--- src/rtl/tensaurus_fetch_ctrl_if.sv ---
// Memory-read and coordinate-stream bundle of the tensaurus fetch controller.
// master = the controller, slave = memories plus downstream consumer.
interface tensaurus_fetch_ctrl_if #(
    parameter int unsigned MEMORY_ADDRESS_SIZE = 10,
    parameter int unsigned INDEX_SIZE          = 8
);
    logic                           ptr_rd_en;
    logic [INDEX_SIZE:0]            ptr_rd_addr;
    logic [MEMORY_ADDRESS_SIZE-1:0] ptr_rd_data;

    logic                           nz_rd_en;
    logic [MEMORY_ADDRESS_SIZE-1:0] nz_rd_addr;
    logic [2*INDEX_SIZE-1:0]        nz_rd_data;

    logic                           out_valid;
    logic                           out_ready;
    logic [MEMORY_ADDRESS_SIZE-1:0] out_nnz_addr;
    logic [INDEX_SIZE-1:0]          out_i_or_j;
    logic [INDEX_SIZE-1:0]          out_k;

    modport master (
        output ptr_rd_en, ptr_rd_addr,
        input  ptr_rd_data,
        output nz_rd_en, nz_rd_addr,
        input  nz_rd_data,
        output out_valid, out_nnz_addr, out_i_or_j, out_k,
        input  out_ready
    );

    modport slave (
        input  ptr_rd_en, ptr_rd_addr,
        output ptr_rd_data,
        input  nz_rd_en, nz_rd_addr,
        output nz_rd_data,
        input  out_valid, out_nnz_addr, out_i_or_j, out_k,
        output out_ready
    );
endinterface

--- src/rtl/tensaurus_fetch_ctrl.sv ---
// Walks a CSR sparse slice (row pointers + {j,k} nonzeros) and emits the
// header/nonzero coordinate beat stream for the tensaurus decoder.
module tensaurus_fetch_ctrl #(
    parameter int unsigned MEMORY_ADDRESS_SIZE = 10,
    parameter int unsigned INDEX_SIZE          = 8
) (
    input  logic                  clk_i,
    input  logic                  rst_ni,
    input  logic                  start_i,
    input  logic [INDEX_SIZE:0]   num_rows_i,
    output logic                  busy_o,
    output logic                  done_o,
    output logic                  err_o,
    tensaurus_fetch_ctrl_if.master bus
);
    localparam int unsigned RW = INDEX_SIZE + 1;
    localparam int unsigned MW = MEMORY_ADDRESS_SIZE;
    localparam int unsigned IW = INDEX_SIZE;

    localparam logic [2:0] S_IDLE    = 3'd0;
    localparam logic [2:0] S_P_FIRST = 3'd1;
    localparam logic [2:0] S_P_NEXT  = 3'd2;
    localparam logic [2:0] S_P_WAIT  = 3'd3;
    localparam logic [2:0] S_HDR     = 3'd4;
    localparam logic [2:0] S_NZ_RD   = 3'd5;
    localparam logic [2:0] S_NZ_OUT  = 3'd6;
    localparam logic [2:0] S_FIN     = 3'd7;

    logic [2:0]    state_q, state_d;
    logic [RW-1:0] rows_q, rows_d;
    logic [RW-1:0] r_q, r_d;
    logic [MW-1:0] cur_q, cur_d;
    logic [MW-1:0] end_q, end_d;
    logic [IW-1:0] j_q, j_d;
    logic [IW-1:0] k_q, k_d;
    logic          fresh_q, fresh_d;
    logic          err_q, err_d;

    logic          ptr_en;
    logic [RW-1:0] ptr_addr;
    logic          nz_en;
    logic [MW-1:0] nz_addr;

    logic [RW-1:0] r_inc, r_inc2;
    logic [MW-1:0] cur_inc;
    logic [IW-1:0] nz_j, nz_k;
    logic [IW-1:0] pay_j, pay_k;
    logic          adv;
    logic [MW-1:0] adv_ptr;
    logic [MW-1:0] ptr_in;

    assign r_inc   = r_q + 1'b1;
    assign r_inc2  = r_q + 2'd2;
    assign cur_inc = cur_q + 1'b1;
    assign ptr_in  = bus.ptr_rd_data;
    assign nz_j    = bus.nz_rd_data[2*IW-1:IW];
    assign nz_k    = bus.nz_rd_data[IW-1:0];

    // Nonzero data arrives during the first NZ_OUT cycle; it is shown directly
    // then and held from the capture register for the rest of a stall.
    assign pay_j = fresh_q ? nz_j : j_q;
    assign pay_k = fresh_q ? nz_k : k_q;

    always_comb begin
        state_d  = state_q;
        rows_d   = rows_q;
        r_d      = r_q;
        cur_d    = cur_q;
        end_d    = end_q;
        j_d      = j_q;
        k_d      = k_q;
        fresh_d  = 1'b0;
        err_d    = err_q;
        ptr_en   = 1'b0;
        ptr_addr = '0;
        nz_en    = 1'b0;
        nz_addr  = '0;
        adv      = 1'b0;
        adv_ptr  = '0;

        case (state_q)
            S_IDLE: begin
                if (start_i) begin
                    rows_d  = num_rows_i;
                    r_d     = '0;
                    err_d   = 1'b0;
                    state_d = (num_rows_i == '0) ? S_FIN : S_P_FIRST;
                end
            end
            S_P_FIRST: begin
                ptr_en   = 1'b1;
                ptr_addr = '0;
                state_d  = S_P_NEXT;
            end
            S_P_NEXT: begin
                cur_d    = ptr_in;
                ptr_en   = 1'b1;
                ptr_addr = r_inc;
                state_d  = S_P_WAIT;
            end
            S_P_WAIT: begin
                end_d = ptr_in;
                if (cur_q == '0 || ptr_in < cur_q) begin
                    err_d   = 1'b1;
                    state_d = S_FIN;
                end else if (ptr_in == cur_q) begin
                    adv     = 1'b1;
                    adv_ptr = ptr_in;
                end else begin
                    state_d = S_HDR;
                end
            end
            S_HDR: begin
                if (bus.out_ready) state_d = S_NZ_RD;
            end
            S_NZ_RD: begin
                nz_en   = 1'b1;
                nz_addr = cur_q;
                fresh_d = 1'b1;
                state_d = S_NZ_OUT;
            end
            S_NZ_OUT: begin
                if (fresh_q) begin
                    j_d = nz_j;
                    k_d = nz_k;
                end
                if (bus.out_ready) begin
                    if (cur_inc == end_q) begin
                        adv     = 1'b1;
                        adv_ptr = end_q;
                    end else begin
                        cur_d   = cur_inc;
                        state_d = S_NZ_RD;
                    end
                end
            end
            S_FIN: begin
                state_d = S_IDLE;
            end
            default: begin
                state_d = S_IDLE;
            end
        endcase

        // Row advance: the end pointer of this row is the start of the next,
        // so only ptr[r+2] needs fetching.
        if (adv) begin
            if (r_inc == rows_q) begin
                state_d = S_FIN;
            end else begin
                r_d      = r_inc;
                cur_d    = adv_ptr;
                ptr_en   = 1'b1;
                ptr_addr = r_inc2;
                state_d  = S_P_WAIT;
            end
        end
    end

    always_ff @(posedge clk_i or negedge rst_ni) begin
        if (!rst_ni) begin
            state_q <= S_IDLE;
            rows_q  <= '0;
            r_q     <= '0;
            cur_q   <= '0;
            end_q   <= '0;
            j_q     <= '0;
            k_q     <= '0;
            fresh_q <= 1'b0;
            err_q   <= 1'b0;
        end else begin
            state_q <= state_d;
            rows_q  <= rows_d;
            r_q     <= r_d;
            cur_q   <= cur_d;
            end_q   <= end_d;
            j_q     <= j_d;
            k_q     <= k_d;
            fresh_q <= fresh_d;
            err_q   <= err_d;
        end
    end

    assign bus.ptr_rd_en    = ptr_en;
    assign bus.ptr_rd_addr  = ptr_addr;
    assign bus.nz_rd_en     = nz_en;
    assign bus.nz_rd_addr   = nz_addr;
    assign bus.out_valid    = (state_q == S_HDR) || (state_q == S_NZ_OUT);
    assign bus.out_nnz_addr = (state_q == S_NZ_OUT) ? cur_q : '0;
    assign bus.out_i_or_j   = (state_q == S_HDR)    ? r_q[IW-1:0] :
                              (state_q == S_NZ_OUT) ? pay_j : '0;
    assign bus.out_k        = (state_q == S_NZ_OUT) ? pay_k : '0;

    assign busy_o = (state_q != S_IDLE);
    assign done_o = (state_q == S_FIN);
    assign err_o  = err_q;
endmodule

--- src/flat_wrapper.sv ---
// flat-port wrapper written by rule: the top's interface ports become plain ports
module tensaurus_fetch_ctrl_flat 
#(
    parameter int unsigned MEMORY_ADDRESS_SIZE = 10,
    parameter int unsigned INDEX_SIZE          = 8
)
  (clk_i, rst_ni, start_i, num_rows_i, busy_o, done_o, err_o, bus_ptr_rd_en, bus_ptr_rd_addr, bus_ptr_rd_data, bus_nz_rd_en, bus_nz_rd_addr, bus_nz_rd_data, bus_out_valid, bus_out_nnz_addr, bus_out_i_or_j, bus_out_k, bus_out_ready);
  tensaurus_fetch_ctrl_if #(.MEMORY_ADDRESS_SIZE(MEMORY_ADDRESS_SIZE), .INDEX_SIZE(INDEX_SIZE)) bus_i ();
  input  logic clk_i;
  input  logic rst_ni;
  input  logic start_i;
  input  logic [INDEX_SIZE:0] num_rows_i;
  output logic busy_o;
  output logic done_o;
  output logic err_o;
  output wire logic [$bits(bus_i.ptr_rd_en)-1:0] bus_ptr_rd_en;
  output wire logic [$bits(bus_i.ptr_rd_addr)-1:0] bus_ptr_rd_addr;
  input wire logic [$bits(bus_i.ptr_rd_data)-1:0] bus_ptr_rd_data;
  output wire logic [$bits(bus_i.nz_rd_en)-1:0] bus_nz_rd_en;
  output wire logic [$bits(bus_i.nz_rd_addr)-1:0] bus_nz_rd_addr;
  input wire logic [$bits(bus_i.nz_rd_data)-1:0] bus_nz_rd_data;
  output wire logic [$bits(bus_i.out_valid)-1:0] bus_out_valid;
  output wire logic [$bits(bus_i.out_nnz_addr)-1:0] bus_out_nnz_addr;
  output wire logic [$bits(bus_i.out_i_or_j)-1:0] bus_out_i_or_j;
  output wire logic [$bits(bus_i.out_k)-1:0] bus_out_k;
  input wire logic [$bits(bus_i.out_ready)-1:0] bus_out_ready;
  assign bus_ptr_rd_en = bus_i.ptr_rd_en;
  assign bus_ptr_rd_addr = bus_i.ptr_rd_addr;
  assign bus_i.ptr_rd_data = bus_ptr_rd_data;
  assign bus_nz_rd_en = bus_i.nz_rd_en;
  assign bus_nz_rd_addr = bus_i.nz_rd_addr;
  assign bus_i.nz_rd_data = bus_nz_rd_data;
  assign bus_out_valid = bus_i.out_valid;
  assign bus_out_nnz_addr = bus_i.out_nnz_addr;
  assign bus_out_i_or_j = bus_i.out_i_or_j;
  assign bus_out_k = bus_i.out_k;
  assign bus_i.out_ready = bus_out_ready;
  tensaurus_fetch_ctrl #(.MEMORY_ADDRESS_SIZE(MEMORY_ADDRESS_SIZE), .INDEX_SIZE(INDEX_SIZE)) u_core (.clk_i(clk_i), .rst_ni(rst_ni), .start_i(start_i), .num_rows_i(num_rows_i), .busy_o(busy_o), .done_o(done_o), .err_o(err_o), .bus(bus_i));
endmodule
--- config.mk ---
export PLATFORM = sky130hd
export DESIGN_NAME = tensaurus_fetch_ctrl_flat
export DESIGN_NICKNAME = d
export VERILOG_FILES = /design/src/rtl/tensaurus_fetch_ctrl_if.sv /design/src/rtl/tensaurus_fetch_ctrl.sv /design/src/flat_wrapper.sv
export SDC_FILE = /design/constraint.sdc
export NUM_CORES = 1
export LEC_CHECK = 0
export BUFFER_PORTS_ARGS = -buffer_cell sky130_fd_sc_hd__buf_2
export CAP_MARGIN = 20
export CORE_UTILIZATION = 57
export DETAILED_ROUTE_END_ITERATION = 8
export GPL_TIMING_DRIVEN = 0
export PLACE_DENSITY = 0.93
export SETUP_SLACK_MARGIN = 0.5
export SLEW_MARGIN = 30
export SYNTH_ARGS = -nofsm -noshare
export SYNTH_HDL_FRONTEND = slang
export SYNTH_SLANG_ARGS = --single-unit
--- constraint.sdc ---
create_clock -name clk_i -period 3.45 [get_ports clk_i]
set_clock_uncertainty 0.1 [all_clocks]
set_input_delay 0 -clock clk_i [delete_from_list [all_inputs] [get_ports clk_i]]
set_output_delay 0 -clock clk_i [all_outputs]
set_load 0.1 [all_outputs]
* Word-level counts from Yosys, hierarchy flattened
Index checks and enable logic that the tools add are counted.
Operators by class: $add $sub $neg 3, magnitude comparators 1, eq/ne operators 17, multiplexer cells 46, reduce and logical (&&, ||, !) cells 11
Operators with widths (count):
- 2-to-1 mux 10 bit | 10
- 2-to-1 mux 9 bit | 7
- 2-to-1 mux 8 bit | 5
- one-hot mux 10 bit (2 select lines) | 2
- 2-to-1 mux 3 bit | 9
- one-hot mux 3 bit (8 select lines) | 1
- == test 10 bit | 2
- == test 3 bit, second input constant | 4
- inequality test 3 x 2 -> 1 bit, second input constant | 4
- adder 10 x 1 -> 10 bit, second input constant | 1
- logical NOT 10 bit | 1
- < comparator 10 bit | 1
- 2-to-1 mux 1 bit | 10
- adder 9 x 1 -> 9 bit, second input constant | 1
- adder 9 x 2 -> 9 bit, second input constant | 1
- == test 9 bit | 1
- logical NOT 9 bit | 1
- == test 3 x 2 -> 1 bit, second input constant | 2
- AND reduction 5 bit | 1
- inequality test 4 x 2 -> 1 bit, second input constant | 1
- one-hot mux 1 bit (2 select lines) | 2
- == test 3 x 1 -> 1 bit, second input constant | 1
- logical NOT 3 bit | 1
- AND reduction 3 bit | 1
- other kinds (7) | 8
Word-level totals: flip-flop bits (word level) 59, output and inout port bits 51

* Depth between registers and ports, before layout
Gate-level depths: netlist of run 1.
depth in word-level cells 7, gate-level depth with buffers 11

* Least setup slack after synthesis of run 1
No wires, ideal clock.
kind register -> output, start register u_core.cur_q[0], end output bus_ptr_rd_addr[0], data arrival time 4.172 ns, required time 3.350 ns, path slack -0.822 ns, stages on the path, launching flop included 9, cell sequence dfrtp_1 -> ha_1 -> nand2_1 -> or3_4 -> a2111oi_4 -> nand4_2 -> nand2_1 -> nand2_1 -> o21ai_0
On the way: longest elaborated chain between the ends 6, elaborated cells on any way between the ends 12, those cells by class add/sub: 1; order compare: 1; eq/ne: 2; mux: 6; reduce/logical: 2
RTL lines:
- start, declared | RTL line tensaurus_fetch_ctrl.sv:32 | logic [MW-1:0] cur_q, cur_d;
- start signal, assigned | RTL line tensaurus_fetch_ctrl.sv:175 | cur_q <= cur_d;
- adder 10 x 1 -> 10 bit | RTL line tensaurus_fetch_ctrl.sv:54 | assign cur_inc = cur_q + 1'b1;
- == test 10 bit | RTL line tensaurus_fetch_ctrl.sv:128 | if (cur_inc == end_q) begin
- 2-to-1 mux 1 bit | RTL line tensaurus_fetch_ctrl.sv:128
- 2-to-1 mux 1 bit | RTL line tensaurus_fetch_ctrl.sv:127 | if (bus.out_ready) begin
- one-hot mux 1 bit (2 select lines) (*) | RTL line tensaurus_fetch_ctrl.sv:81 | case (state_q)
- 2-to-1 mux 9 bit (*) | RTL line tensaurus_fetch_ctrl.sv:147 | if (adv) begin
- end, declared | RTL line flat_wrapper.sv:17 | output wire logic [$bits(bus_i.ptr_rd_addr)-1:0] bus_ptr_rd_addr;
Every way passes the cells marked *; elsewhere a longest branch is shown, timed or not.

* Worst setup path in the final report of run 1
start register u_core.r_q[0], end output bus_ptr_rd_addr[8]
On the way: longest elaborated chain between the ends 4, elaborated cells on any way between the ends 6, those cells by class add/sub: 2; eq/ne: 1; mux: 3
RTL lines:
- start, declared | RTL line tensaurus_fetch_ctrl.sv:31 | logic [RW-1:0] r_q, r_d;
- start signal, assigned | RTL line tensaurus_fetch_ctrl.sv:174 | r_q <= r_d;
- adder 9 x 1 -> 9 bit | RTL line tensaurus_fetch_ctrl.sv:52 | assign r_inc = r_q + 1'b1;
- == test 9 bit / 2-to-1 mux 9 bit (equally long branches) | RTL line tensaurus_fetch_ctrl.sv:148, tensaurus_fetch_ctrl.sv:81
- 2-to-1 mux 9 bit | RTL line tensaurus_fetch_ctrl.sv:148 | if (r_inc == rows_q) begin
- 2-to-1 mux 9 bit (*) | RTL line tensaurus_fetch_ctrl.sv:147
Marks and branches as above.

==> results of run 1 <==
stage by stage:
stage	instances	total power [mW]
after floorplan	522	3.851
after global placement	712	4.402
after detailed placement	712	4.522
after CTS	791	5.465
after global routing	803	6.035
final	803	5.844
sequential cells by signal, summed over array words and instances, names as in the netlist:
| signal | cells |
|---|---|
| u_core.err_o | 1 |
| u_core.j_q | 8 |
| u_core.fresh_q | 1 |
| u_core.state_q | 3 |
| u_core.end_q | 10 |
| u_core.rows_q | 9 |
| u_core.k_q | 8 |
| u_core.r_q | 9 |
| u_core.cur_q | 10 |
worst register-to-register path, cell delays in order (launching register included):
cell and delay [ns]:
dfrtp_1 0.39, buf_2 0.24, nand4_1 0.22, buf_4 0.21
xnor2_1 0.12, o21ai_0 0.32, nor4b_4 0.39, a22oi_4 0.17
buf_4 0.17, buf_4 0.15, a21oi_4 0.31, a221o_1 0.24
cell families (layout without fill, tap and decap cells):
logic type      after synthesis  after routing  synth area share [%]
simple gates                181            181                 20.43
compound gates              134            134                 21.86
mux                          53             53                 12.40
fa+ha+maj                    14             14                 3.783
xor+xnor                     21             21                 3.972
flops                        59             59                 31.88
buf+inv                      60            239                 5.674
cell type report:
type	count	share of cell area, %
inverter	19	1.074
multi-input combinational	403	49.33
clock inverter	4	1.112
buffer	41	3.486
sequential	59	22.29
timing repair buffer	164	18.50
clock buffer	11	2.280
tap	102	1.922
per-layer routing:
layer / vias to the layer above / GRT usage, % / part of all wire (%)
met5: - / 0 / 0
met4: 0 / 22.01 / 6.0
met3: 139 / 10.61 / 12
met2: 519 / 65.92 / 46
met1: 2633 / 50.13 / 36
li1: 2297 / - / -
power groups by stage:
stage	Combinational [mW]	Sequential, mW	Clock (mW)
after floorplan	2.64	1.22	0
after global placement	3.19	1.21	0
after detailed placement	3.28	1.24	0
after CTS	3.51	1.22	0.732
after global routing	4.00	1.28	0.761
final	3.84	1.26	0.738
worst min path at each step:
stage | to | slack [ns] | cells past startpoint
after floorplan | u_core.cur_q[0] | -0.40 | 0
after global placement | u_core.rows_q[6] | 0.15 | 2
after detailed placement | u_core.k_q[5] | 0.02 | 1
after CTS | u_core.r_q[2] | 0.07 | 3
after global routing | u_core.r_q[2] | 0.09 | 3
final | u_core.r_q[2] | 0.08 | 3
timing repair:
item	in CTS	in global routing
gates resized for setup	61	46
pin swaps	14	18
endpoints found under the hold margin	102	0
endpoints found under the setup margin	30	36
buffers inserted	27	12
hold buffers	37	0
cells in the final DEF, fill, tap and decap left out, drive strengths merged, types with 3 or more instances in the layout:
master       Yosys  routed
a211o            4       4
a211oi          12      12
a21o             9       9
a21oi           11      11
a221o            7       7
a221oi           5       5
a22o             3       3
a22oi           15      15
a31oi            6       6
and2             3       3
and3            19      19
buf             13     142
clkbuf          28      37
clkinv           1       3
dfrtp           59      59
dlygate4sd3      0      37
ha              14      14
inv             18      18
mux2            35      35
mux2i           18      18
nand2           35      35
nand2b           4       4
nand3           11      11
nand4           15      15
nor2            56      56
nor2b            8       8
nor3            11      11
nor4             4       4
o211ai           3       3
o21ai           22      22
o22ai            8       8
o2bb2ai          3       3
o31ai            4       4
o32ai            3       3
or3              3       3
xnor2           14      14
xor2             7       7
==> results.py, run 1 <==
metrics = {
    "place": {
        "gp_congestion": 0.9746,
        "io_buffer_count": 88,
        "pre_cts_slack_ns": -0.06152,
        "post_dp_cell_area_mm2": 0.005330,
        "place_hpwl_um": 10870,
    },
    "clocking": {
        "htree_levels": 3,
        "root_buffer": "clkbuf_8",
        "cts_tree": "done",
        "clk_latency_ns": 0.35,
        "cts_buffers": 9,
        "clk_pin_slew_ns": 0.07,
        "cts.sinks": 59,
        "clockBufferDepth": 2,
    },
    "die": {
        "dieArea_mm2": 0.008489,
        "io_pins": 90,
        "start_util_pct": 59.31,
        "core_mm2": 0.007807,
        "std_cell_rows": 32,
        "fp.dieW_um": 92.14,
        "fp.dieH_um": 92.14,
    },
    "power_and_ir_drop": {
        "power_switching_mw": 3.160,
        "power_density_mw_per_mm2": 880.1,
        "ir_drop_v": 0.0004910,
        "combPwrFrac_pct": 65.7,
        "intPower_mw": 2.684,
        "p_clk_share_pct": 12.6,
        "seq_power_share_pct": 21.6,
        "netSwitchingFraction_pct": 54.07,
        "p_leak_nw": 2.971,
    },
    "setup_path": {
        "crit_arrival_ns": 3.17,
        "startpoint_type": "register",
        "max_stage_delay_ns": 0.39,
        "cp_slowest_cell": "dfrtp_1",
        "cp_max_fo": 8,
        "worst-path-stages": 11,
        "path_delay_family": "compound AO/OA/AOI/OAI gates",
        "end_kind": "primary output",
        "crit_start": "u_core.r_q[0]",
        "timing.rr.start": "u_core.r_q[0]",
        "cp.required_ns": 3.35,
        "worst_r2r_endpoint": "u_core.r_q[4]",
        "critPathCapture": "bus_ptr_rd_addr[8]",
        "crit_chain": "buf_2 -> nand4_1 -> buf_4 -> xnor2_1 -> o21ai_0 -> nor4b_4 -> a22oi_4 -> buf_6 -> a22oi_2 -> a31oi_4 -> buf_12",
        "crit_type": "register to primary output",
        "crit_buf_inv": 4,
        "reg2reg_depth": 11,
        "r2r_slack_ns": 0.36,
    },
    "yosys": {
        "synthTopCellsByCount": "59 x dfrtp_1, 56 x nor2_1, 35 x mux2_2, 35 x nand2_1, 28 x clkbuf_1",
        "synth-seq-area-share_pct": 31.88,
        "synth_edf_count": 0,
        "synth.largest_area_cell": "dfrtp_1",
        "synth_top_area_share_pct": 31.88,
        "async_reset_ff_share_pct": 100.0,
        "synth_warnings": 0,
        "syn_inst": 522,
        "syn_avg_cell_area_um2": 8.871,
        "syn_nets": 575,
        "ys_seq_elements": 59,
        "ys_types": 71,
        "ys.flop_type": "dfrtp_1",
        "synthesis.area_mm2": 0.004631,
        "ys_top_cells_by_area": "dfrtp_1 32%, mux2_2 8.5%, nor2_1 4.5%",
        "synth.most_common_cell": "dfrtp_1",
    },
    "global_route": {
        "track_usage_pct": 40.94,
        "grt_antenna_before_repair": 0,
        "gr-total-overflow": 0,
        "grt_pass1_vias": 5259,
        "grt_max_degree": 60,
        "grt_pass1_wl_um": 26660,
    },
    "timing": {
        "whs_ns": 0.08306,
        "min_period_ns": 3.274,
        "timing.setup.tns_ns": 0,
        "final_max_slew_viol_count": 0,
        "setup_viol": 0,
        "finalCritPeriodShare_pct": 94.89,
        "finalWorstSetupSlack_ns": 0.1764,
        "relSlewSlack_pct": 47.92,
        "final-hold-violation-count": 0,
        "rsz0062_at_grt": "yes",
        "fmaxAchievable_mhz": 305.5,
        "worst_slew_pin_slew_ns": 0.7812,
    },
    "final_layout": {
        "seqCellArea_mm2": 0.001480,
        "post-route-util_pct": 85.05,
        "final_layout_size_suffix_gt1_share_pct": 37.52,
        "postLayoutCellArea_mm2": 0.006640,
        "fill_cells": 400,
        "diodes": 0,
        "area_growth_pct": 43.39,
        "nets": 750,
        "multi_input_area_mm2": 0.003276,
    },
    "job": {
        "cap_violations": 0,
    },
    "detailed_routing": {
        "viasPerCell": 6.959,
        "drt_iter0_drc": 749,
        "ant_nets": 0,
        "postRouteWirelength_um": 18380,
        "drc_errors": 0,
        "firstDrtPassIters": 6,
        "post_drt_wl_per_cell_um": 22.88,
        "num_vias": 5588,
    },
    "status": {
        "status": "finished clean",
    },
    "hold_path": {
        "min_from": "start_i",
        "hp-class": "primary input to register",
    },
}
Note: power is estimated with default switching activity, not from simulation.
==> run 2, diff against run 1 <==
==> constraint.sdc (replaced) <==
create_clock -name clk_i -period 3.45 [get_ports clk_i]
set_clock_uncertainty 0.1 [all_clocks]
set_input_delay 0.345 -clock clk_i [delete_from_list [all_inputs] [get_ports clk_i]]
set_output_delay 0.345 -clock clk_i [all_outputs]
set_load 0.1 [all_outputs]
==> run 2 against run 1 <==
The run now ends with setup timing left. Cell count down 4.2%. Clock-buffer cell count unchanged. Wire length down 5.7%. Design area down 2.5%. Combinational power up 3%. Fmax down 9.6%. First-iteration DRC count up 8.9%. Die area unchanged. Setup slack worse by 0.35 ns. Critical endpoint is now bus_ptr_rd_addr[5]. Largest cell class unchanged.
==> results.py, run 2 (synthesis results as in run 1) <==
metrics = {
    "global_route": {
        "grt_pass1_wl_um": 25200,
        "gr-total-overflow": 0,
        "track_usage_pct": 38.71,
        "grt_antenna_before_repair": 0,
        "grt_max_degree": 60,
        "grt_pass1_vias": 4947,
    },
    "place": {
        "place_hpwl_um": 10620,
        "post_dp_cell_area_mm2": 0.005390,
        "dpl.cell_count": 712,
        "gp_congestion": 1.022,
        "io_buffer_count": 88,
    },
    "die": {
        "fp.dieH_um": 92.14,
        "std_cell_rows": 32,
        "io_pins": 90,
        "fp.dieW_um": 92.14,
        "dieArea_mm2": 0.008489,
        "core_mm2": 0.007807,
        "start_util_pct": 59.31,
    },
    "timing": {
        "setup_viol": 6,
        "finalWorstSetupSlack_ns": -0.1732,
        "rsz0062_at_grt": "yes",
        "final_max_slew_viol_count": 0,
        "finalCritPeriodShare_pct": 105.0,
        "min_period_ns": 3.623,
        "fmaxAchievable_mhz": 276.0,
        "final-hold-violation-count": 0,
        "worst_slew_pin_slew_ns": 0.8310,
        "whs_ns": 0.1287,
        "relSlewSlack_pct": 44.60,
    },
    "clocking": {
        "htree_levels": 3,
        "cts_buffers": 9,
        "cts.sinks": 59,
        "clk_pin_slew_ns": 0.08,
        "clockBufferDepth": 2,
        "clk_latency_ns": 0.36,
        "cts_tree": "done",
        "root_buffer": "clkbuf_8",
    },
    "final_layout": {
        "postLayoutCellArea_mm2": 0.006476,
        "final_cell_mix": "69 x buf_2, 55 x dfrtp_1, 50 x buf_4",
        "diodes": 0,
        "stdcell_count": 769,
        "nets": 715,
        "reg_top3": "u_core.cur_q: 10 flops, u_core.end_q: 10 flops",
        "final_layout_size_suffix_gt1_share_pct": 43.78,
        "final_common_cell": "buf_2",
        "fill_cells": 429,
        "area_growth_pct": 39.85,
    },
    "setup_path": {
        "max_stage_delay_ns": 0.38,
        "cp_slowest_cell": "dfrtp_1",
        "cp.required_ns": 3.00,
        "cp_max_fo": 8,
        "startpoint_type": "register",
        "crit_type": "register to primary output",
        "crit_arrival_ns": 3.18,
        "end_kind": "primary output",
        "crit_chain": "buf_4 -> xnor2_1 -> o21ai_0 -> a221oi_2 -> nand4_2 -> a22oi_4 -> buf_6 -> nand4_1 -> a22oi_2 -> buf_12",
    },
    "detailed_routing": {
        "ant_nets": 0,
        "num_vias": 5331,
        "postRouteWirelength_um": 17330,
        "drc_errors": 0,
        "drt_iter0_drc": 816,
        "viasPerCell": 6.932,
        "firstDrtPassIters": 7,
        "post_drt_wl_per_cell_um": 22.54,
    },
    "job": {
        "cap_violations": 0,
    },
    "power_and_ir_drop": {
        "p_leak_nw": 2.866,
        "ir_drop_v": 0.0005440,
        "power_density_mw_per_mm2": 920.9,
    },
    "status": {
        "violations": "setup timing",
        "status": "complete, but fails checks",
    },
    "hold_path": {
        "hp-class": "primary input to register",
    },
}
run 2: changes by cell type in the layout (fill, tap and decap cells not counted), sizes merged:
cell         before  now
buf             142  143
clkinv            3    4
dlygate4sd3      37    1
run 2: area by class of cell:
class / instances / area [µm²] / area share, %
Clock buffer: 11 / 151.4 / 2.338
Inverter: 19 / 81.33 / 1.256
Tap cell: 102 / 127.6 / 1.971
Timing Repair Buffer: 129 / 943.4 / 14.57
Multi-Input combinational cell: 403 / 3359 / 51.87
Buffer: 41 / 256.5 / 3.961
Sequential cell: 59 / 1481 / 22.87
Clock inverter: 5 / 75.07 / 1.159
run 2: stage by stage:
step                      util [%]  setup WS, ns  setup TNS (ns)  total power, mW
after CTS                    78.01      -0.04606        -0.05767            5.528
after global routing         82.95       -0.1473         -0.6496            6.167
final                        82.95       -0.1732         -0.7408            5.964
after detailed placement     69.04       -0.2689          -1.173            4.563
after global placement       69.01       -0.2565          -1.095            4.443
after floorplan                  -       -0.2528         -0.7519            3.903
run 2: where the power goes:
group          switching, mW  leakage, nW  internal, mW
registers              0.264        0.709         0.992
logic                   2.63         2.04          1.33
clock network          0.313        0.119         0.443
run 2: final timing paths:
| path | endpoint | from | slack, ns | depth (start not counted) |
|---|---|---|---|---|
| worst max-delay path | bus_ptr_rd_addr[5] | u_core.cur_q[8] | -0.17 | 10 |
| worst min-delay path | u_core.k_q[4] | bus_nz_rd_data[4] | 0.13 | 2 |
| min in group asynchronous | u_core.k_q[4] | rst_ni | 0.52 | 2 |
| worst min register to register | u_core.j_q[5] | u_core.j_q[5] | 0.40 | 1 |
| max in group asynchronous | u_core.r_q[1] | rst_ni | 2.10 | 2 |
| worst max register to register | u_core.r_q[7] | u_core.cur_q[8] | 0.39 | 10 |
run 2: routing by layer:
metal  part of all wire [%]  vias up  GRT usage (%)
li1                       -     2234              -
met1                     36     2455          50.13
met2                     45      500          60.20
met3                     12      142          8.043
met4                    6.5        0          21.61
met5                      0        -              0
run 2: repair_timing:
action / 4_1_cts / 5_1_grt
cloned: 0 / 0
hold buffers: 1 / 0
hold endpoints to repair: 4 / 0
pin swaps: 18 / 24
resized for setup: 88 / 61
endpoints found under the setup margin: 42 / 39
buffers inserted: 23 / 17
run 2: worst max-delay path: cells and delay by family (launching register included):
family / cells / cell delay, ns
buffers and inverters: 3 / 0.56
and+or+nand+nor: 2 / 0.29
DFF: 1 / 0.38
AOI/OAI and AO/OA: 4 / 1.22
xor gates and xnor gates: 1 / 0.35
==> run 3, diff against run 2 <==
--- a/config.mk
+++ b/config.mk
@@ -11,6 +11,7 @@
 export DETAILED_ROUTE_END_ITERATION = 8
 export GPL_TIMING_DRIVEN = 0
 export PLACE_DENSITY = 0.93
+export REMOVE_ABC_BUFFERS = 1
 export SETUP_SLACK_MARGIN = 0.5
 export SLEW_MARGIN = 30
 export SYNTH_ARGS = -nofsm -noshare
==> run 3 against run 2 <==
The run ends with DRC, hold timing, setup timing left. Setup slack got worse by 0.015 ns. Critical path depth shrank 4. Non-clock buffer count down 32. Highest routed layer unchanged.
==> results.py, run 3 (synthesis results as in run 1) <==
metrics = {
    "timing": {
        "final-hold-violation-count": 25,
        "finalCritPeriodShare_pct": 105.4,
        "min_period_ns": 3.638,
        "setup_viol": 6,
        "worst_slew_pin_slew_ns": 1.159,
        "timing.setup.tns_ns": -0.6989,
        "whs_ns": -0.02674,
        "fmaxAchievable_mhz": 274.9,
        "final_max_slew_viol_count": 0,
        "relSlewSlack_pct": 22.58,
        "finalWorstSetupSlack_ns": -0.1880,
        "rsz0062_at_grt": "yes",
    },
    "setup_path": {
        "r2r_slack_ns": 0.23,
        "crit_type": "register to primary output",
        "crit_arrival_ns": 3.19,
        "cp_max_fo": 24,
        "path_delay_family": "simple AND/OR/NAND/NOR gates",
        "startpoint_type": "register",
        "cp.required_ns": 3.00,
        "timing.rr.start": "u_core.cur_q[0]",
        "reg2reg_depth": 12,
        "end_kind": "primary output",
        "cp_slowest_cell": "dfrtp_2",
        "max_stage_delay_ns": 0.71,
        "crit_buf_inv": 2,
        "crit_chain": "clkinv_1 -> nand2_1 -> nor3_1 -> a311oi_1 -> a31oi_2 -> buf_6",
        "worst_r2r_endpoint": "u_core.r_q[5]",
    },
    "place": {
        "post_dp_cell_area_mm2": 0.005017,
        "pre_cts_slack_ns": -0.7815,
        "place_hpwl_um": 8902,
        "dpl.cell_count": 672,
        "io_buffer_count": 89,
        "gp_congestion": 0.9446,
    },
    "clocking": {
        "cts_tree": "done",
        "cts_hold_buf": 0,
        "clk_pin_slew_ns": 0.08,
        "cts_buffers": 9,
        "cts.sinks": 59,
        "clockBufferDepth": 2,
        "root_buffer": "clkbuf_8",
        "clk_latency_ns": 0.35,
        "htree_levels": 3,
    },
    "global_route": {
        "track_usage_pct": 39.89,
        "grt_antenna_before_repair": 0,
        "grt_max_degree": 60,
        "grt_pass1_vias": 5138,
        "grt_pass1_wl_um": 26250,
        "gr-total-overflow": 0,
    },
    "final_layout": {
        "final_layout_size_suffix_gt1_share_pct": 40.41,
        "area_growth_pct": 32.07,
        "final_cell_mix": "78 x buf_2, 53 x nor2_1, 43 x buf_4",
        "postLayoutCellArea_mm2": 0.006116,
        "diodes": 0,
        "stdcell_count": 738,
        "final_common_cell": "buf_2",
        "nets": 685,
        "fill_cells": 428,
        "reg_top3": "u_core.cur_q: 10 flops, u_core.end_q: 10 flops",
        "post-route-util_pct": 78.33,
    },
    "status": {
        "violations": "DRC, hold timing, setup timing",
        "status": "complete, but fails checks",
    },
    "hold_path": {
        "hp-class": "primary input to asynchronous set/reset pin",
    },
    "power_and_ir_drop": {
        "power_switching_mw": 3.146,
        "power_density_mw_per_mm2": 954.9,
        "p_clk_share_pct": 14.0,
        "intPower_mw": 2.694,
        "netSwitchingFraction_pct": 53.87,
        "p_leak_nw": 2.735,
        "finalPower_mw": 5.840,
        "combPwrFrac_pct": 60.7,
        "seq_power_share_pct": 25.3,
        "ir_drop_v": 0.0007522,
    },
    "detailed_routing": {
        "ant_nets": 0,
        "postRouteWirelength_um": 18630,
        "post_drt_wl_per_cell_um": 25.24,
        "drc_errors": 1,
        "viasPerCell": 7.484,
        "firstDrtPassIters": 9,
        "num_vias": 5523,
        "drt_iter0_drc": 1237,
    },
    "die": {
        "core_mm2": 0.007807,
        "io_pins": 90,
        "fp.dieW_um": 92.14,
        "std_cell_rows": 32,
        "fp.dieH_um": 92.14,
        "dieArea_mm2": 0.008489,
        "start_util_pct": 59.31,
    },
    "job": {
        "cap_violations": 0,
    },
}
==> run 3: cell count changes in the layout (fill, tap and decap cells not counted), sizes merged <==
cell         previous run  this run
clkbuf                 37        11
buf                   143       138
clkinv                  4         1
a22oi                  15        17
bufinv                  2         3
clkinvlp                0         1
dlygate4sd3             1         0
==> run 3: worst max-delay path by stage <==
stage	slack, ns	cells past startpoint	from	to
finish	-0.19	6	u_core.state_q[2]	bus_ptr_rd_addr[8]
global route	-0.24	7	u_core.state_q[1]	bus_ptr_rd_addr[4]
CTS	0.05	10	u_core.cur_q[0]	bus_ptr_rd_addr[8]
detailed placement	-0.78	9	u_core.cur_q[0]	bus_ptr_rd_addr[5]
global placement	-0.75	9	u_core.cur_q[0]	bus_ptr_rd_addr[8]
floorplan	-1.20	8	u_core.cur_q[0]	bus_ptr_rd_addr[8]
==> run 3: layout make-up <==
type / count / area [µm²] / share of cell area, %
clock buffers: 11 / 151.4 / 2.475
multi-input cells: 405 / 3174 / 51.90
well taps: 102 / 127.6 / 2.087
repair buffers: 138 / 992.2 / 16.22
clock inverters: 4 / 97.59 / 1.596
flip-flops and latches: 59 / 1501 / 24.55
inverters: 19 / 71.32 / 1.166
==> run 3: routing by layer <==
metal  vias to the layer above  GRT usage, %  part of all wire, %
met1                      2492         50.53                   34
met4                         0         28.78                  9.8
met5                         -             0                    0
met2                       630         58.58                   42
met3                       225         10.61                   14
li1                       2176             -                    -
==> run 3: worst register-to-register path, cell delays in order, from the launching register on <==
cell,delay [ns]
dfrtp_2,0.46
buf_12,0.13
ha_4,0.17
nand2_4,0.07
or3_4,0.39
a2111oi_4,0.43
nand4_4,0.18
buf_4,0.19
buf_4,0.14
a22oi_2,0.20
buf_4,0.16
a21oi_2,0.09
a221o_1,0.39
==> run 3: repair_timing <==
action	in CTS	in global routing
buffers inserted	33	16
pin swaps	20	13
gates cloned	2	0
setup endpoints to repair	50	44
gates resized for setup	96	17
==> run 3: power groups by stage <==
stage | sequential [mW] | combinational (mW) | clock, mW
after CTS | 1.43 | 3.13 | 0.807
after global placement | 1.39 | 2.79 | 0
after detailed placement | 1.42 | 2.86 | 0
after global routing | 1.49 | 3.69 | 0.838
final | 1.48 | 3.55 | 0.817
after floorplan | 1.34 | 2.34 | 0
